==> src/rtl/sw_24_demux.sv <==
// sw_24_demux: registered one-to-two steering stage for 24-bit mantissa words.
// One valid/ready input is steered by `sel` into one of two one-entry output slots.
// Each slot drains independently through its own valid/ready pair.
// Optional feature: define SW_24_DEMUX_CNT_EN to add the per-port delivered-word
// counters cnt_0 / cnt_1.
// Reset is synchronous and active-low (rst_n).

module sw_24_demux #(
    parameter int unsigned DATA_WIDTH = 24
) (
    input  logic                  clk,
    input  logic                  rst_n,
    input  logic [DATA_WIDTH-1:0] in_data,
    input  logic                  sel,
    input  logic                  in_valid,
    output logic                  in_ready,
    output logic [DATA_WIDTH-1:0] out_0,
    output logic                  out_0_valid,
    input  logic                  out_0_ready,
    output logic [DATA_WIDTH-1:0] out_1,
    output logic                  out_1_valid,
    input  logic                  out_1_ready
`ifdef SW_24_DEMUX_CNT_EN
    ,
    output logic [15:0]           cnt_0,
    output logic [15:0]           cnt_1
`endif
);

    logic [DATA_WIDTH-1:0] out_0_q, out_0_d;
    logic [DATA_WIDTH-1:0] out_1_q, out_1_d;
    logic                  out_0_valid_q, out_0_valid_d;
    logic                  out_1_valid_q, out_1_valid_d;

    logic slot_0_free;
    logic slot_1_free;
    logic accept;
    logic load_0, load_1;
    logic drain_0, drain_1;

    // Handshake decode: only the targeted slot can stall the input.
    always_comb begin
        slot_0_free = ~out_0_valid_q | out_0_ready;
        slot_1_free = ~out_1_valid_q | out_1_ready;
        in_ready    = rst_n & (sel ? slot_1_free : slot_0_free);
        accept      = in_valid & in_ready;
        load_0      = accept & ~sel;
        load_1      = accept & sel;
        drain_0     = out_0_valid_q & out_0_ready;
        drain_1     = out_1_valid_q & out_1_ready;
    end

    // Slot next state: a load wins over a drain (replace-and-stay-valid).
    always_comb begin
        out_0_d       = out_0_q;
        out_0_valid_d = out_0_valid_q;
        out_1_d       = out_1_q;
        out_1_valid_d = out_1_valid_q;

        if (load_0) begin
            out_0_d       = in_data;
            out_0_valid_d = 1'b1;
        end else if (drain_0) begin
            out_0_valid_d = 1'b0;
        end

        if (load_1) begin
            out_1_d       = in_data;
            out_1_valid_d = 1'b1;
        end else if (drain_1) begin
            out_1_valid_d = 1'b0;
        end
    end

    // Slot registers; reset discards any held word.
    always_ff @(posedge clk) begin
        if (!rst_n) begin
            out_0_q       <= '0;
            out_1_q       <= '0;
            out_0_valid_q <= 1'b0;
            out_1_valid_q <= 1'b0;
        end else begin
            out_0_q       <= out_0_d;
            out_1_q       <= out_1_d;
            out_0_valid_q <= out_0_valid_d;
            out_1_valid_q <= out_1_valid_d;
        end
    end

    assign out_0       = out_0_q;
    assign out_1       = out_1_q;
    assign out_0_valid = out_0_valid_q;
    assign out_1_valid = out_1_valid_q;

`ifdef SW_24_DEMUX_CNT_EN
    logic [15:0] cnt_0_q, cnt_0_d;
    logic [15:0] cnt_1_q, cnt_1_d;

    // Delivered-word counters; natural 16-bit wrap.
    always_comb begin
        cnt_0_d = cnt_0_q;
        cnt_1_d = cnt_1_q;
        if (drain_0) begin
            cnt_0_d = cnt_0_q + 16'd1;
        end
        if (drain_1) begin
            cnt_1_d = cnt_1_q + 16'd1;
        end
    end

    // Counter registers.
    always_ff @(posedge clk) begin
        if (!rst_n) begin
            cnt_0_q <= '0;
            cnt_1_q <= '0;
        end else begin
            cnt_0_q <= cnt_0_d;
            cnt_1_q <= cnt_1_d;
        end
    end

    assign cnt_0 = cnt_0_q;
    assign cnt_1 = cnt_1_q;
`endif

endmodule

==> config.mk <==
export PLATFORM = sky130hd
export DESIGN_NAME = sw_24_demux
export DESIGN_NICKNAME = d
export VERILOG_FILES = /design/src/rtl/sw_24_demux.sv
export SDC_FILE = /design/constraint.sdc
export NUM_CORES = 1
export LEC_CHECK = 0
export CELL_PAD_IN_SITES_DETAIL_PLACEMENT = 0
export CELL_PAD_IN_SITES_GLOBAL_PLACEMENT = 1
export CORE_ASPECT_RATIO = 1.75
export CORE_MARGIN = 5
export CORE_UTILIZATION = 33
export DETAILED_ROUTE_END_ITERATION = 16
export GPL_TIMING_DRIVEN = 0
export HOLD_SLACK_MARGIN = 0.08
export PLACE_DENSITY = 0.94
export SYNTH_ARGS = -nofsm -noshare
export SYNTH_HDL_FRONTEND = slang
export SYNTH_SLANG_ARGS = --single-unit
==> constraint.sdc <==
create_clock -name clk -period 1.81 [get_ports clk]
set_input_delay 0.362 -clock clk [delete_from_list [all_inputs] [get_ports clk]]
set_output_delay 0.362 -clock clk [all_outputs]
set_load 0.01 [all_outputs]
After elaboration in Yosys (flattened, before gate mapping)
Index checks and enable logic that the tools add are counted.
- output and inout port bits: 51
- input bits: 30
- register bits: 50
- multiplexer cells: 5
- bitwise operators: 11
- reduce and logical (&&, ||, !) cells: 2
- operators by type and width (cell ; count):
    AND 1 bit ; 6
    two-way mux 1 bit ; 5
    nonzero test 2 bit ; 2
    NOT 1 bit ; 3
    OR 1 bit ; 2

Logic depth before layout (Yosys ltp)
- depth in word-level cells: 7
- gate-level depth with buffers: 6
- depth with buffers taken out: 3

Worst setup path before layout
Ideal clock, no wire load.
- path type: input-to-output
- start point: input rst_n
- end point: output in_ready
- required time: 1.448 ns
- buffers on the path: 2
- slack: 0.459 ns
- stages on the path: 3
- data arrival time: 0.989 ns
- cell sequence: buf_6 clkbuf_1 a21boi_1
- word-level cells in the longest chain between the ends: 1
- RTL lines (item ; RTL line ; text):
    start, declared ; 12 ; input logic rst_n,
    AND 1 bit ; 45 ; in_ready = rst_n & (sel ? slot_1_free : slot_0_free);
    end, declared ; 16 ; output logic in_ready,
No other way between the ends.

Worst setup path in the final report
- start point: input sel
- end point: output in_ready
- word-level cells in the longest chain between the ends: 2
- RTL lines (item ; RTL line ; text):
    start, declared ; 14 ; input logic sel,
    two-way mux 1 bit ; 45 ;
    AND 1 bit ; 45 ;
No other way between the ends.

==> run metrics <==
vias in the first global route=1834; outcome=finished, final reports clean; Routed Antenna Nets=0; leakage=0.00121 uW; Yosys top cell by area=dfxtp_1; WP data required=1.45 ns; number of flops mapped to enable cells by yosys=0; FP Rows=37; Hold EP=out_1[23]$_SDFFE_PN0P_; Synth Instances=222; antenna violations before repair=0; Design Power=2520 uW; FMAX=0.576 GHz; Worst Path Arrival=1.37 ns; Register-to-Register Path Depth=4; initial core utilization=34.0%; Hold Path Stages=3; CTS clk-pin slew, worst paths=0.09 ns; Die H=113 um; DRT iter0 DRCs=63; reg2reg setup slack=0.33 ns; max_cap viols=0; asr flop ratio synth=0%; DRC viols=0; die area=7830 sq um; io pins=81; CP max stage delay=0.49 ns; clock skew=0.00299 ns; beginning of the worst hold path=rst_n; FF+latch count, synth=50; Post-Syn Area=2020 sq um; Hold Worst Slack=0.327 ns; n_diodes=0; nets=338; Core Box Area=5930 sq um; Net Count, Synth=252; Yosys warning count=0; Startpoint Class=input pin; setup_tns=0 ns; endpoint class of the critical path=primary output; clk sink count=50; worst slew pin tran=0.526 ns; GRT overflow=0; Clock Tree Root=clkbuf_8; clock tree buffer depth=2; Hold-fix buffers, CTS=0; gpl congestion=0.782; Period minus WS final=1.74 ns; crit share post-route=95.9%; worst vdd ir=0.445 mV; Area Overhead vs Synth=51.3%; Power Dens Cells=826 nW/um^2; post-DP HPWL=4140 um; worst r2r src=out_0_valid$_SDFFE_PN0P_; Die W=69.1 um; Worst Hold Class=in2reg; routed len/inst=13.5 um; Max Slew Vio Count=0; Yosys top cell area share=49.7%; worst r2r dst=out_0[19]$_SDFFE_PN0P_; final worst slack=0.0740 ns; Num CTS Buffers=5; final setup vio count=0; Hold Fails Final Rpt=0; post-synthesis sequential area ratio=49.7%; Fill cells=606; H-tree lvl count=2; Yosys cell types=19; vias per cell=4.50; drt total wl=5240 um; fraction of layout cells with a size suffix above 1=13.6%; drt first pass iters=4; Synth Flop Type=dfxtp_1; first-pass GRT wire length=8690 um; Commonest cells post-synth=50 x dfxtp_1, 50 x nand2_1, 24 x inv_1, 24 x mux2i_1, 24 x nand3_1; worst skew pair latency=0.29 ns; TritonCTS clock tree=yes; crit-path max FO=4; port bufs=79; WS Path Type=in2out; slowest library cell on the worst path=clkdlybuf4s50_1; largest net degree at the start of global routing=16; top post-synthesis cells by area=dfxtp_1 50%, mux2i_1 12%, nand2_1 9.3%; detailed-route via count=1740; unrepaired setup endpoints after global routing=no; syn avg cell area=9.08 sq um; worst rel slew slack=64.8%; crit-path cells=clkdlybuf4s50_1 > or2_0 > a21boi_1 > buf_2; Tot GR Track Use=13.6%; dpl ws=-0.414 ns
state kept, by name (all words and copies together) (netlist names):
signal / flops
out_0: 24
out_1: 24
out_0_valid: 1
out_1_valid: 1
cells by family after synthesis:
kind of cell           Yosys count  share of synthesized area (%)
buffers and inverters           40                           9.56
AND/OR/NAND/NOR                 81                           18.1
flip-flops                      50                           49.7
AO/OA/AOI/OAI                   27                           10.8
multiplexers                    24                           11.9
stage by stage:
| stage | instances | instance area, sq um | utilization [%] |
|---|---|---|---|
| after global routing | 387 | 3050 | 51.5 |
| final | 387 | 3050 | 51.5 |
| after CTS | 387 | 3050 | 51.4 |
| after global placement | 379 | 2900 | 49.0 |
| after detailed placement | 379 | 2900 | 49.0 |
| after floorplan | 222 | 2020 | - |
what timing repair did:
item	in CTS	in global routing
buffers inserted	0	0
endpoints found under the setup margin	1	1
resized for setup	6	1
metal layers:
layer  wire length (um)  share of wire (%)  GRT usage [%]  up-vias
li1                   -                  -              -      886
met1               2020                 39           14.4      795
met3                213                4.1           2.91       12
met4                165                3.2           6.91        0
met2               2840                 54           24.9       47
met5                  0                  0              0        -
report_power, final:
group | total, uW | internal [uW] | switching, uW
registers | 1190 | 1160 | 30.6
logic | 383 | 216 | 167
clock network | 947 | 589 | 358
critical path: cells and delay by family:
kind | cells | cell delay [ns]
AO/OA/AOI/OAI | 1 | 0.13
buffers and inverters | 2 | 0.64
AND/OR/NAND/NOR | 1 | 0.25
layout by cell type (no fill, tap or decap):
cell             synthesis  routed
clkdlybuf4s50_1          0      78
nand2_1                 50      50
dfxtp_1                 50      50
inv_1                   24      24
mux2i_1                 24      24
nand3_1                 24      24
o21ai_2                 20      20
clkbuf_1                 7       7
buf_6                    5       6
clkbuf_8                 0       6
buf_2                    4       4
o21ai_1                  4       4
a21boi_1                 2       2
bufinv_16                0       2
nand2b_1                 1       1
nor2b_2                  0       1
or2_0                    1       1
nand2_2                  1       1
nor3_4                   1       1
and3_1                   1       1
and2_4                   1       1
o21a_1                   1       1
how the worst max path moves through the flow:
| stage | end | slack [ns] | from |
|---|---|---|---|
| final | in_ready | 0.07 | sel |
| after global routing | in_ready | 0.02 | out_1_ready |
| after CTS | in_ready | 0.05 | out_1_ready |
| after detailed placement | in_ready | -0.41 | out_1_ready |
| after global placement | in_ready | -0.41 | out_1_ready |
| after floorplan | in_ready | 0.46 | rst_n |
final cells by class:
| class | instances | area (sq um) | share of cell area, % |
|---|---|---|---|
| multi-input combinational | 132 | 825 | 27.0 |
| tap | 78 | 97.6 | 3.20 |
| clock buffer | 6 | 82.6 | 2.71 |
| buffer | 16 | 109 | 3.57 |
| timing repair buffer | 79 | 786 | 25.8 |
| inverter | 24 | 90.1 | 2.95 |
| sequential | 50 | 1000 | 32.8 |
| clock inverter | 2 | 60.1 | 1.97 |
No activity file was read; power rests on OpenSTA's default activity.
